--- src/rtl/layer_compositor.sv ---
// layer_compositor: two-layer line compositor with horizontal scaling and border window.
// Latency: pixel_req in cycle n -> pix_idx/pix_valid in cycle n+2, one pixel per cycle.
// Backpressure: none; pixel_req gaps hold the counters and produce pix_valid gaps.
//
// Ports:
//   clk, rst                      pixel clock, asynchronous active-high reset
//   start_of_line, pixel_req      video timing (line start pulse, per-pixel request)
//   regs_addr/wrdata/write/rddata register access; read data is combinational
//   linebuf_rdidx                 shared read index for both layer line buffers
//   layer1_rddata, layer2_rddata  line buffer data, one cycle after linebuf_rdidx
//   pix_idx, pix_valid            composited palette index and its strobe
module layer_compositor (
  input  logic       clk,
  input  logic       rst,
  input  logic       start_of_line,
  input  logic       pixel_req,
  input  logic [2:0] regs_addr,
  input  logic [7:0] regs_wrdata,
  input  logic       regs_write,
  output logic [7:0] regs_rddata,
  output logic [9:0] linebuf_rdidx,
  input  logic [7:0] layer1_rddata,
  input  logic [7:0] layer2_rddata,
  output logic [7:0] pix_idx,
  output logic       pix_valid
);

  // Accumulator ceiling: integer part 639, fraction 0.
  localparam logic [16:0] ACC_MAX = {10'd639, 7'd0};

  logic [1:0]  ctrl_en;
  logic [7:0]  hscale;
  logic [7:0]  border;
  logic [7:0]  hstart;
  logic [7:0]  hstop;

  logic [9:0]  x_cnt;
  logic [16:0] acc;
  logic [9:0]  x_cur;
  logic [16:0] acc_cur;
  logic        active;
  logic [17:0] acc_sum;
  logic [16:0] acc_nxt;

  logic        vld1;
  logic        act1;
  logic [1:0]  en1;
  logic [7:0]  sel_pix;

  // Register file
  always_ff @(posedge clk or posedge rst) begin
    if (rst) begin
      ctrl_en <= 2'b11;
      hscale  <= 8'h80;
      border  <= 8'h00;
      hstart  <= 8'h00;
      hstop   <= 8'hA0;
    end else if (regs_write) begin
      case (regs_addr)
        3'd0:    ctrl_en <= regs_wrdata[1:0];
        3'd1:    hscale  <= regs_wrdata;
        3'd2:    border  <= regs_wrdata;
        3'd3:    hstart  <= regs_wrdata;
        3'd4:    hstop   <= regs_wrdata;
        default: ;
      endcase
    end
  end

  always_comb begin
    regs_rddata = 8'h00;
    case (regs_addr)
      3'd0:    regs_rddata = {6'd0, ctrl_en};
      3'd1:    regs_rddata = hscale;
      3'd2:    regs_rddata = border;
      3'd3:    regs_rddata = hstart;
      3'd4:    regs_rddata = hstop;
      default: regs_rddata = 8'h00;
    endcase
  end

  // A start_of_line coinciding with pixel_req makes this pixel see a fresh line.
  assign x_cur   = start_of_line ? 10'd0 : x_cnt;
  assign acc_cur = start_of_line ? 17'd0 : acc;

  // An empty window (hstop <= hstart) falls out of this compare naturally.
  assign active = (x_cur >= {hstart, 2'b00}) && (x_cur < {hstop, 2'b00});

  assign acc_sum = {1'b0, acc_cur} + {10'd0, hscale};
  assign acc_nxt = (acc_sum > {1'b0, ACC_MAX}) ? ACC_MAX : acc_sum[16:0];

  assign linebuf_rdidx = acc_cur[16:7];

  always_ff @(posedge clk or posedge rst) begin
    if (rst) begin
      x_cnt <= 10'd0;
      acc   <= 17'd0;
    end else if (pixel_req) begin
      x_cnt <= (x_cur == 10'd1023) ? x_cur : x_cur + 10'd1;
      acc   <= active ? acc_nxt : acc_cur;
    end else if (start_of_line) begin
      x_cnt <= 10'd0;
      acc   <= 17'd0;
    end
  end

  // Stage 1: flags travel alongside the line buffer read so that register
  // writes after the request do not affect a pixel already in flight.
  always_ff @(posedge clk or posedge rst) begin
    if (rst) begin
      vld1 <= 1'b0;
      act1 <= 1'b0;
      en1  <= 2'b00;
    end else begin
      vld1 <= pixel_req;
      act1 <= active;
      en1  <= ctrl_en;
    end
  end

  always_comb begin
    sel_pix = 8'h00;
    if (!act1)
      sel_pix = border;
    else if (en1[1] && (layer2_rddata != 8'h00))
      sel_pix = layer2_rddata;
    else if (en1[0] && (layer1_rddata != 8'h00))
      sel_pix = layer1_rddata;
  end

  // Stage 2: output registers; pix_idx holds its last value between pixels.
  always_ff @(posedge clk or posedge rst) begin
    if (rst) begin
      pix_valid <= 1'b0;
      pix_idx   <= 8'h00;
    end else begin
      pix_valid <= vld1;
      if (vld1)
        pix_idx <= sel_pix;
    end
  end

endmodule

--- config.mk ---
export PLATFORM = sky130hd
export DESIGN_NAME = layer_compositor
export DESIGN_NICKNAME = d
export VERILOG_FILES = /design/src/rtl/layer_compositor.sv
export SDC_FILE = /design/constraint.sdc
export NUM_CORES = 1
export LEC_CHECK = 0
export CORE_MARGIN = 2
export CORE_UTILIZATION = 55
export CTS_CLUSTER_SIZE = 30
export DETAILED_ROUTE_END_ITERATION = 12
export PLACE_DENSITY_LB_ADDON = 0.05
export SETUP_SLACK_MARGIN = 0.02
export SLEW_MARGIN = 10
export SYNTH_ARGS = -nofsm -noshare
export SYNTH_HDL_FRONTEND = slang
export SYNTH_SLANG_ARGS = --single-unit
export TNS_END_PERCENT = 20
--- constraint.sdc ---
create_clock -name clk -period 3.94 [get_ports clk]
set_clock_uncertainty 0.2 [all_clocks]
set_input_delay 0.788 -clock clk [delete_from_list [all_inputs] [get_ports clk]]
set_output_delay 0.788 -clock clk [all_outputs]
set_load 0.01 [all_outputs]
==> impl_metrics.json <==
{
  "grt_max_degree": 31,
  "synth-warning-count": 0,
  "die_w_um": 95.9,
  "synth_top_area_cell": "dfrtp_1",
  "async_flop_share": 1.00,
  "clk_latency_ns": 0.35,
  "p_leak_nw": 2.65,
  "wl_per_cell_um": 18.0,
  "layout_commonest_cell": "dfrtp_1",
  "max_cap_violations": 0,
  "drive_gt1_frac": 0.217,
  "clock.fmax_ghz": 0.264,
  "synth-main-ff-cell": "dfrtp_1",
  "pwr-share-seq": 0.442,
  "area_growth_pct": 27.6,
  "post-dp-hpwl_um": 9560,
  "yosysSeqAreaShare": 0.400,
  "grt_pass1_wl_um": 20100,
  "drt_iter0_drc": 231,
  "via_per_inst": 5.89,
  "fin_crit_sh": 0.960,
  "gp_congestion": 0.994,
  "synth_cell_type_count": 61,
  "swShare": 0.297,
  "finalNonFillerCells": 696,
  "grt_pass1_vias": 4031,
  "synthCells": 482,
  "outcome": "finished, final reports clean",
  "yosys.area.top_type_share": 0.371,
  "max_slew_margin": 0.521,
  "drt-total-wl_um": 12500,
  "start_util": 0.566,
  "cts_sinks": 74,
  "mostFrequentLayoutCells": "dfrtp_1 (69), clkdlybuf4s50_1 (58), buf_4 (55)",
  "h-tree-depth": 3,
  "overflow": 0,
  "drv_slew": 0,
  "postCtsHoldBufs": 0,
  "core-area_sq_mm": 0.00822,
  "setup_viol": 0,
  "cts_root_buffer": "clkbuf_8",
  "grt_antenna_before_repair": 0,
  "syn_avg_cell_area_sq_um": 9.64,
  "drc": 0,
  "hold_viol": 0,
  "io_pins": 59,
  "cts_tree": "done",
  "start_kind": "input pin",
  "cp.required_ns": 4.02,
  "p_int_mw": 1.55,
  "cp.arrival_ns": 3.87,
  "synth_edf_count": 0,
  "power_switching_mw": 0.656,
  "postRouteAntennaNets": 0,
  "cp-end-kind": "register",
  "grtUsageTotal": 0.289,
  "rows": 33,
  "die_y_um": 95.9,
  "port_buffers": 58,
  "crit_fanout": 8,
  "final_core_util": 0.722,
  "syn_area_sq_mm": 0.00465,
  "period_needed_ns": 3.78,
  "antenna_cells": 0,
  "path_clk_slew_ns": 0.08,
  "comb_power_share": 0.252,
  "cts_buffer_depth": 2,
  "dr.pass1.iters": 7,
  "holdWs_ns": 0.218,
  "p_per_area_mw_per_mm2": 372,
  "cts_buffers": 9,
  "ir_worst_vdd_v": 0.000216,
  "synth_area_leaders": "dfrtp_1 (37%), mux2_2 (9.0%), ha_1 (6.7%), nor2b_1 (3.1%), xnor2_1 (3.0%)",
  "dieArea_sq_mm": 0.00920,
  "worst_pin_slew_ns": 0.715,
  "syn_nets": 540,
  "path_class": "in2reg",
  "worst_hold_path_type": "reg2reg",
  "vias": 4100,
  "dp_cells": 678,
  "nNetsFinal": 644,
  "ys_ff_latch": 74,
  "clkPwrFrac": 0.306
}
[state kept, by name, indices dropped and copies added, names as in the netlist]
signal	cells
acc	17
x_cnt	10
border	8
hscale	8
hstart	8
hstop	8
pix_idx	8
ctrl_en	2
en1	2
act1	1
pix_valid	1
vld1	1
[worst paths after layout]
| kind | startpoint | end | slack, ns | cells past startpoint |
|---|---|---|---|---|
| setup / recovery | start_of_line | acc[7] | 0.16 | 13 |
| hold / removal | ctrl_en[0] | en1[0] | 0.22 | 0 |
| setup reg to reg | acc[0] | acc[7] | 0.64 | 12 |
| hold reg to reg | ctrl_en[0] | en1[0] | 0.22 | 0 |
| max in group asynchronous | rst | x_cnt[1] | 2.13 | 3 |
| min in group asynchronous | rst | acc[4] | 0.65 | 2 |
[timing repair]
item | in CTS | in global routing
setup buffers | 0 | 2
resized for setup | 0 | 4
endpoints found under the setup margin | 0 | 11
[final cells by class]
type	instances	area [sq um]
repair buffers	113	993
flip-flops and latches	74	1860
inverters	30	113
well taps	105	131
multi-input cells	358	2610
fillers	603	2280
clock buffers	10	138
clock inverters	6	90.1
[per-stage QoR]
step	setup slack (ns)	TNS (ns)	total power, mW	instance area [sq um]
6_report	0.156	0	2.21	5930
5_1_grt	-0.0199	-0.0582	2.32	5930
4_1_cts	0.140	0	2.22	5900
3_5_place_dp	-0.213	-2.02	1.54	5670
3_3_place_gp	-0.112	-0.971	1.52	5670
2_1_floorplan	0.0223	0	1.28	4650
[synth_stat cells, drive strengths merged (6+ instances only)]
library cell,count
nor2b,23
ha,25
mux2,37
buf,8
a21oi,25
o21ai,18
clkbuf,12
nor2,27
o31ai,8
mux2i,8
nand3,14
inv,30
o22ai,10
a22oi,18
and3,6
dfrtp,69
nor3,8
nand2,37
xnor2,16
nand2b,9
[routing by layer]
metal	GRT usage	up-vias	share of wire	routed length [um]
li1	-	1951	-	-
met1	0.408	1987	0.48	5960
met2	0.460	146	0.46	5780
met3	0.0595	16	0.050	620
met4	0.0619	0	0.011	140
met5	0	-	0	0
[power by group through the flow]
stage               logic (mW)  clock network [mW]  registers [mW]
finish                   0.557               0.675           0.977
global route             0.612               0.720           0.988
CTS                      0.555               0.691           0.976
detailed placement       0.552                   0           0.990
global placement         0.535                   0           0.985
floorplan                0.319                   0           0.963
[cell families after synthesis]
group,Yosys count,share of synthesized area
xor gates and xnor gates,19,0.0358
buffers and inverters,50,0.0425
DFF,74,0.400
muxes,45,0.107
adders and majority gates,26,0.0716
and+or+nand+nor,158,0.187
AOI/OAI and AO/OA,110,0.157
[worst max-delay path: stages]
cell             delay [ns]
clkdlybuf4s50_1        0.48
nor2b_1                0.06
ha_1                   0.20
fa_1                   0.42
a211oi_1               0.26
buf_4                  0.16
o21ai_0                0.18
a31oi_2                0.31
xnor2_1                0.16
nand4_1                0.21
nor4_4                 0.28
buf_4                  0.19
o32a_1                 0.16
Power figures use the tool's default switching activity.
